===== src/rtl/mcp_scan_avg_if.sv =====
// Result stream of the MCP3008 scan controller.
// The master drives the averaged result with its valid flag; the slave returns ready.
interface mcp_scan_avg_if;
   logic [15:0] res_data;
   logic        res_valid;
   logic        res_ready;

   modport master (output res_data, output res_valid, input res_ready);
   modport slave  (input res_data, input res_valid, output res_ready);
endinterface


===== src/rtl/mcp_scan_avg.sv =====
// MCP3008 scan controller.
// Scans channels 0..N_CH-1, either single-shot or continuously. Each channel is
// converted 2^AVG_LOG2 times and the truncated mean is delivered on a
// valid/ready stream as {ch[2:0], 3'b000, avg[9:0]}.
// A result that arrives while the previous one is still unaccepted is dropped,
// and the sticky overrun flag is set. Scanning never stalls for the consumer.
module mcp_scan_avg #(
   parameter int   CLK_DIV     = 4,
   parameter int   N_CH        = 8,
   parameter int   AVG_LOG2    = 2,
   parameter int   CS_HIGH_CYC = 8,
   parameter logic SGL_DIFF    = 1'b1
) (
   input  logic            clk,
   input  logic            rst_n,
   input  logic            start,
   input  logic            continuous,
   input  logic            stop,
   output logic            busy,
   output logic            mcp_cs_n,
   output logic            mcp_dclk,
   output logic            mcp_din,
   input  logic            mcp_dout,
   output logic            overrun,
   mcp_scan_avg_if.master  res
);

   localparam int          ACC_W     = 10 + AVG_LOG2;
   localparam logic [15:0] DIV_LAST  = 16'(CLK_DIV - 1);
   localparam logic [15:0] CSH_LAST  = 16'(CS_HIGH_CYC - 1);
   localparam logic [2:0]  LAST_CH   = 3'(N_CH - 1);
   localparam logic [4:0]  LAST_CONV = 5'((1 << AVG_LOG2) - 1);
   // 17 DCLK periods = 34 half periods; even halves are low, odd halves are high.
   localparam logic [5:0]  LAST_HALF = 6'd33;
   // High half of period 8 carries B9, the first data bit.
   localparam logic [5:0]  FIRST_CAP = 6'd15;

   typedef enum logic [2:0] {
      ST_IDLE     = 3'd0,
      ST_CS_SETUP = 3'd1,
      ST_SHIFT    = 3'd2,
      ST_CS_HIGH  = 3'd3,
      ST_ACCUM    = 3'd4
   } state_t;

   state_t             state_q, state_d;
   logic [15:0]        cnt_q, cnt_d;
   logic [5:0]         half_q, half_d;
   logic [4:0]         conv_q, conv_d;
   logic [2:0]         ch_q, ch_d;
   logic [ACC_W-1:0]   acc_q, acc_d;
   logic [9:0]         shift_q, shift_d;
   logic               cont_q, cont_d;
   logic               stop_req_q, stop_req_d;
   logic               cs_n_q, cs_n_d;
   logic               dclk_q, dclk_d;
   logic               din_q, din_d;
   logic               busy_q, busy_d;
   logic [15:0]        res_data_q, res_data_d;
   logic               res_valid_q, res_valid_d;
   logic               overrun_q, overrun_d;
   logic               sync1_q, sync2_q;
   logic [9:0]         avg_s;

   // Command bit sent to the ADC in DCLK period 1..17.
   function automatic logic din_bit(input logic [4:0] period, input logic [2:0] ch);
      logic b;
      case (period)
         5'd1:    b = 1'b1;
         5'd2:    b = SGL_DIFF;
         5'd3:    b = ch[2];
         5'd4:    b = ch[1];
         5'd5:    b = ch[0];
         default: b = 1'b0;
      endcase
      return b;
   endfunction

   // Truncating mean: the accumulator holds exactly 2^AVG_LOG2 samples.
   assign avg_s = acc_q[AVG_LOG2 +: 10];

   // Two-flop synchroniser for the ADC data line.
   always_ff @(posedge clk or negedge rst_n) begin
      if (!rst_n) begin
         sync1_q <= 1'b0;
         sync2_q <= 1'b0;
      end else begin
         sync1_q <= mcp_dout;
         sync2_q <= sync1_q;
      end
   end

   // Next-state, serial-frame and result-stream logic.
   always_comb begin
      state_d     = state_q;
      cnt_d       = cnt_q + 16'd1;
      half_d      = half_q;
      conv_d      = conv_q;
      ch_d        = ch_q;
      acc_d       = acc_q;
      shift_d     = shift_q;
      cont_d      = cont_q;
      stop_req_d  = stop_req_q | stop;
      cs_n_d      = cs_n_q;
      dclk_d      = dclk_q;
      din_d       = din_q;
      res_data_d  = res_data_q;
      overrun_d   = overrun_q;
      if (res_valid_q && res.res_ready) begin
         res_valid_d = 1'b0;
      end else begin
         res_valid_d = res_valid_q;
      end

      case (state_q)
         ST_IDLE: begin
            stop_req_d = 1'b0;
            cnt_d      = 16'd0;
            if (start) begin
               // A simultaneous stop forces a single-shot scan.
               state_d   = ST_CS_SETUP;
               cs_n_d    = 1'b0;
               cont_d    = continuous & ~stop;
               overrun_d = 1'b0;
               ch_d      = 3'd0;
               conv_d    = 5'd0;
               acc_d     = {ACC_W{1'b0}};
            end else begin
               state_d = ST_IDLE;
            end
         end

         ST_CS_SETUP: begin
            if (cnt_q == DIV_LAST) begin
               state_d = ST_SHIFT;
               cnt_d   = 16'd0;
               half_d  = 6'd0;
               din_d   = din_bit(5'd1, ch_q);
            end else begin
               state_d = ST_CS_SETUP;
            end
         end

         ST_SHIFT: begin
            // Capture two clocks after DCLK rises, once the synchroniser has settled.
            if (dclk_q && (cnt_q == 16'd1) && (half_q >= FIRST_CAP)) begin
               shift_d = {shift_q[8:0], sync2_q};
            end else begin
               shift_d = shift_q;
            end
            if (cnt_q == DIV_LAST) begin
               cnt_d = 16'd0;
               if (half_q == LAST_HALF) begin
                  state_d = ST_CS_HIGH;
                  cs_n_d  = 1'b1;
                  dclk_d  = 1'b0;
                  din_d   = 1'b0;
               end else begin
                  half_d = half_q + 6'd1;
                  dclk_d = ~dclk_q;
                  // DIN moves only on the edge that drives DCLK low.
                  if (dclk_q) begin
                     din_d = din_bit(half_q[5:1] + 5'd2, ch_q);
                  end else begin
                     din_d = din_q;
                  end
               end
            end else begin
               state_d = ST_SHIFT;
            end
         end

         ST_CS_HIGH: begin
            // The final capture of period 17 may land on the SHIFT exit edge,
            // so the sample is added during the first CS_HIGH cycle.
            if (cnt_q == 16'd0) begin
               acc_d = acc_q + ACC_W'(shift_q);
            end else begin
               acc_d = acc_q;
            end
            if (cnt_q == CSH_LAST) begin
               cnt_d = 16'd0;
               if (stop_req_q || stop) begin
                  state_d    = ST_IDLE;
                  stop_req_d = 1'b0;
                  acc_d      = {ACC_W{1'b0}};
                  conv_d     = 5'd0;
               end else if (conv_q == LAST_CONV) begin
                  state_d = ST_ACCUM;
               end else begin
                  state_d = ST_CS_SETUP;
                  cs_n_d  = 1'b0;
                  conv_d  = conv_q + 5'd1;
               end
            end else begin
               state_d = ST_CS_HIGH;
            end
         end

         ST_ACCUM: begin
            cnt_d  = 16'd0;
            acc_d  = {ACC_W{1'b0}};
            conv_d = 5'd0;
            // A pending, unaccepted result is kept; the new one is dropped.
            if (res_valid_q && !res.res_ready) begin
               overrun_d = 1'b1;
            end else begin
               res_data_d  = {ch_q, 3'b000, avg_s};
               res_valid_d = 1'b1;
            end
            if (ch_q != LAST_CH) begin
               state_d = ST_CS_SETUP;
               cs_n_d  = 1'b0;
               ch_d    = ch_q + 3'd1;
            end else if (cont_q) begin
               state_d = ST_CS_SETUP;
               cs_n_d  = 1'b0;
               ch_d    = 3'd0;
            end else begin
               state_d    = ST_IDLE;
               stop_req_d = 1'b0;
            end
         end

         default: begin
            state_d    = ST_IDLE;
            cs_n_d     = 1'b1;
            dclk_d     = 1'b0;
            din_d      = 1'b0;
            stop_req_d = 1'b0;
         end
      endcase

      busy_d = (state_d != ST_IDLE);
   end

   // State and datapath registers.
   always_ff @(posedge clk or negedge rst_n) begin
      if (!rst_n) begin
         state_q     <= ST_IDLE;
         cnt_q       <= 16'd0;
         half_q      <= 6'd0;
         conv_q      <= 5'd0;
         ch_q        <= 3'd0;
         acc_q       <= {ACC_W{1'b0}};
         shift_q     <= 10'd0;
         cont_q      <= 1'b0;
         stop_req_q  <= 1'b0;
         cs_n_q      <= 1'b1;
         dclk_q      <= 1'b0;
         din_q       <= 1'b0;
         busy_q      <= 1'b0;
         res_data_q  <= 16'd0;
         res_valid_q <= 1'b0;
         overrun_q   <= 1'b0;
      end else begin
         state_q     <= state_d;
         cnt_q       <= cnt_d;
         half_q      <= half_d;
         conv_q      <= conv_d;
         ch_q        <= ch_d;
         acc_q       <= acc_d;
         shift_q     <= shift_d;
         cont_q      <= cont_d;
         stop_req_q  <= stop_req_d;
         cs_n_q      <= cs_n_d;
         dclk_q      <= dclk_d;
         din_q       <= din_d;
         busy_q      <= busy_d;
         res_data_q  <= res_data_d;
         res_valid_q <= res_valid_d;
         overrun_q   <= overrun_d;
      end
   end

   assign busy          = busy_q;
   assign mcp_cs_n      = cs_n_q;
   assign mcp_dclk      = dclk_q;
   assign mcp_din       = din_q;
   assign overrun       = overrun_q;
   assign res.res_data  = res_data_q;
   assign res.res_valid = res_valid_q;

endmodule


===== src/flat_wrapper.sv =====
// flat-port wrapper written by rule: the top's interface ports become plain ports
module mcp_scan_avg_flat 
#(
   parameter int   CLK_DIV     = 4,
   parameter int   N_CH        = 8,
   parameter int   AVG_LOG2    = 2,
   parameter int   CS_HIGH_CYC = 8,
   parameter logic SGL_DIFF    = 1'b1
)
  (clk, rst_n, start, continuous, stop, busy, mcp_cs_n, mcp_dclk, mcp_din, mcp_dout, overrun, res_res_data, res_res_valid, res_res_ready);
  mcp_scan_avg_if res_i ();
  input  logic clk;
  input  logic rst_n;
  input  logic start;
  input  logic continuous;
  input  logic stop;
  output logic busy;
  output logic mcp_cs_n;
  output logic mcp_dclk;
  output logic mcp_din;
  input  logic mcp_dout;
  output logic overrun;
  output wire logic [$bits(res_i.res_data)-1:0] res_res_data;
  output wire logic [$bits(res_i.res_valid)-1:0] res_res_valid;
  input wire logic [$bits(res_i.res_ready)-1:0] res_res_ready;
  assign res_res_data = res_i.res_data;
  assign res_res_valid = res_i.res_valid;
  assign res_i.res_ready = res_res_ready;
  mcp_scan_avg #(.CLK_DIV(CLK_DIV), .N_CH(N_CH), .AVG_LOG2(AVG_LOG2), .CS_HIGH_CYC(CS_HIGH_CYC), .SGL_DIFF(SGL_DIFF)) u_core (.clk(clk), .rst_n(rst_n), .start(start), .continuous(continuous), .stop(stop), .busy(busy), .mcp_cs_n(mcp_cs_n), .mcp_dclk(mcp_dclk), .mcp_din(mcp_din), .mcp_dout(mcp_dout), .overrun(overrun), .res(res_i));
endmodule

===== config.mk =====
export PLATFORM = sky130hd
export DESIGN_NAME = mcp_scan_avg_flat
export DESIGN_NICKNAME = d
export VERILOG_FILES = /design/src/rtl/mcp_scan_avg_if.sv /design/src/rtl/mcp_scan_avg.sv /design/src/flat_wrapper.sv
export SDC_FILE = /design/constraint.sdc
export NUM_CORES = 1
export LEC_CHECK = 0
export CAP_MARGIN = 15
export CORE_AREA = 5 5 109 111
export DETAILED_ROUTE_END_ITERATION = 7
export DIE_AREA = 0 0 114 116
export PLACE_DENSITY = 0.66
export REMOVE_ABC_BUFFERS = 1
export SYNTH_ARGS = -nofsm -noshare
export SYNTH_HDL_FRONTEND = slang
export SYNTH_SLANG_ARGS = --single-unit

===== constraint.sdc =====
create_clock -name clk -period 3.15 [get_ports clk]
set_clock_uncertainty 0.05 [all_clocks]
set_input_delay 0.4725 -clock clk [delete_from_list [all_inputs] [get_ports clk]]
set_output_delay 0.4725 -clock clk [all_outputs]
set_load 0.03 [all_outputs]

==> impl_results.rst <==
.. list-table::
   :header-rows: 1

   * - Metric
     - Value
   * - Number of top-level pins
     - 29
   * - Primary flip-flop cell chosen by synthesis mapping
     - dfrtp_1
   * - Initial antenna violation count
     - 0
   * - Vias in the first global route
     - 3044
   * - Power density over the cells
     - 567 nW/um2
   * - Clock Latency Late Sink
     - 0.35 ns
   * - Final routed DRC violation total
     - 0
   * - CTS buffer count
     - 9
   * - CP max-delay cell
     - a2111oi_0
   * - Post-CTS Hold Buffers
     - 0
   * - Hold Fails Final Rpt
     - 0
   * - Final wirelength
     - 8290 um
   * - Die area
     - 13200 um2
   * - Initial cell density of the core
     - 0.392
   * - Type of element launching the critical path
     - flip-flop
   * - H-tree depth
     - 3
   * - Share of cells above drive strength 1
     - 0.111
   * - Overall overflow remaining after global route
     - 0
   * - Worst vdd ir
     - 0.228 mV
   * - Post-CTS Resized
     - 0
   * - Largest cells by area after synthesis
     - dfrtp_1 46%, mux2_2 6.4%, ha_1 6.0%
   * - Fin crit share
     - 0.818
   * - Maximum number of pins on one net before global-route repair
     - 79
   * - Highest net fanout along the worst path
     - 3
   * - Category of the critical setup timing path
     - reg2reg
   * - Global-route usage over all layers
     - 0.138
   * - Slew at the pin with the worst max-slew slack
     - 0.963 ns
   * - Final Hold Slack
     - 0.227 ns
   * - Wire length of the first global-routing pass
     - 14700 um
   * - Total leakage power
     - 2.10 nW
   * - Commonest cells in the netlist
     - 77 x dfrtp_1, 42 x nor2_1, 37 x nand2_1
   * - Share of Yosys cell area claimed by the top area cell type
     - 0.460
   * - Sequential element share of the synthesized area
     - 0.466
   * - Synthesized area divided by synthesized cell count
     - 10.0 um2
   * - Sort of element at the end of the critical path
     - flip-flop
   * - #FFs+latches synth
     - 78
   * - Achievable frequency
     - 388 MHz
   * - Aggregate negative setup slack
     - 0 ns
   * - Setup repair after global routing missed its margin
     - no
   * - Count of pins over their slew limit
     - 0
   * - CTS tree
     - done
   * - YS warnings
     - 0
   * - Placer's final routability congestion estimate
     - 0.808
   * - Routed length per placed instance
     - 14.1 um
   * - Post-synthesis cell area
     - 4190 um2
   * - Outcome
     - complete, no violations
   * - Arrival time at the worst endpoint
     - 2.76 ns
   * - Capture point of the worst reg-to-reg path
     - u_core.acc_q[8]
   * - Number of nets at the end of the flow
     - 472
   * - Max Buffers Root-to-Sink
     - 2
   * - Remaining number of nets flagged by the antenna check after routing
     - 0
   * - Horiz. Die Dim
     - 114 um
   * - Depth of the worst register-to-register path
     - 8
   * - Clock slew seen by the registers of the worst setup and hold paths
     - 0.07 ns
   * - Count of flip-flops with a built-in enable after synthesis
     - 0
   * - Data required time at the worst endpoint
     - 3.33 ns
   * - Die Height
     - 116 um
   * - Max transition margin
     - 0.358
   * - Number of distinct library cells after synthesis
     - 59
   * - Cells after synthesis
     - 419
   * - Most common cell in the netlist
     - dfrtp_1
   * - Series of cell instances along the critical path
     - ha_1, fa_1, a21oi_1, o21ai_0, a2111oi_0, nor3_1, xnor2_1, a32o_1
   * - Cell family contributing the most delay on the critical path
     - compound AO/OA/AOI/OAI gates
   * - Library cell occupying the most area in the post-synthesis netlist
     - dfrtp_1
   * - Crit Reg-Reg Startpoint
     - u_core.shift_q[0]
   * - Number of max-capacitance violations reported
     - 0
   * - Buffers inserted during post-CTS setup optimization
     - 0
   * - TritonRoute pass-1 iters
     - 4
   * - Endpoints failing setup
     - 0
   * - Total number of vias
     - 3105
   * - TritonCTS Sinks
     - 78
   * - Post-detail-place hpwl
     - 6070 um
   * - Critical Path Max Stage Delay
     - 0.48 ns
   * - Buffer and inverter count on the worst path
     - 0
   * - Number of placement rows
     - 38
   * - Share of synthesized flip-flops with an asynchronous set or reset
     - 1.00
   * - Number of antenna repair diodes
     - 0
   * - Final Total Pwr
     - 0.00268 W
   * - Shortest clock period the worst path allows after layout
     - 2.58 ns
   * - Root buf cell
     - clkbuf_8
   * - Total core area
     - 10700 um2
   * - Avg Vias per Cell
     - 5.27
   * - Synthesis-to-layout area growth
     - 13.0%
   * - Iteration-0 DRC count of the detailed router
     - 255
   * - Count of input and output buffers
     - 25
   * - Flop2flop setup slack
     - 0.57 ns
   * - Worst hold-check path type
     - in2async
[layer usage]
metal	GRT usage	share of wire
met1	0.185	0.48
met2	0.212	0.46
met3	0.0329	0.038
met4	0.0633	0.019
met5	0	0
[metrics by stage]
step	setup WS, ns	area (um2)	utilization	instances
after floorplan	0.837	4120	-	405
after global placement	0.675	4570	0.427	573
after detailed placement	0.633	4570	0.427	573
after CTS	0.631	4740	0.443	589
after global routing	0.378	4740	0.443	589
final	0.572	4740	0.443	589
[kinds of logic after synthesis]
kind of cell | Yosys count | synth area share
xor gates and xnor gates | 24 | 0.0501
AOI/OAI and AO/OA | 89 | 0.132
buffers and inverters | 30 | 0.0304
adders and majority gates | 21 | 0.0645
other | 1 | 0.000895
muxes | 25 | 0.0669
and+or+nand+nor | 151 | 0.189
DFF | 78 | 0.466
[where the power goes]
group | internal (W) | total [W] | switching, W
Combinational | 0.000307 | 0.000822 | 0.000514
Clock | 0.000304 | 0.000649 | 0.000345
Sequential | 0.00109 | 0.00121 | 0.000122
[worst max-delay path by stage]
stage | cells after the start | start | end
after floorplan | 6 | u_core.cnt_q[9] | u_core.busy
after global placement | 7 | start | u_core.busy
after detailed placement | 6 | u_core.cnt_q[0] | u_core.busy
after CTS | 6 | u_core.cnt_q[0] | u_core.busy
after global routing | 6 | u_core.cnt_q[0] | u_core.busy
final | 8 | u_core.shift_q[0] | u_core.acc_q[8]
[sequential cells by signal (all words and copies together) (netlist names), 3 cells and up]
| register | flops |
|---|---|
| u_core.cnt_q | 16 |
| u_core.conv_q | 5 |
| u_core.shift_q | 10 |
| u_core.state_q | 3 |
| u_core.acc_q | 12 |
| u_core.res.res_data | 13 |
| u_core.ch_q | 3 |
| u_core.half_q | 6 |
[placed cells by master, fill, tap and decap left out, types with 9 or more instances in the layout]
cell	instances
a21oi_1	28
clkbuf_8	10
clkdlybuf4s50_1	24
dfrtp_1	77
ha_1	20
inv_1	14
mux2_2	24
nand2_1	37
nand3_1	18
nor2_1	42
nor3_1	9
o21ai_0	24
or3_1	10
xnor2_1	14
xor2_1	10
[layout make-up]
class	instances	area, um2
Clock buffer	12	145
Clock inverter	4	22.5
Fill cell	1042	5960
Inverter	14	52.6
Multi-Input combinational cell	313	2120
Sequential cell	78	1950
Tap cell	140	175
Timing Repair Buffer	28	270
No activity file was read; power rests on OpenSTA's default activity.
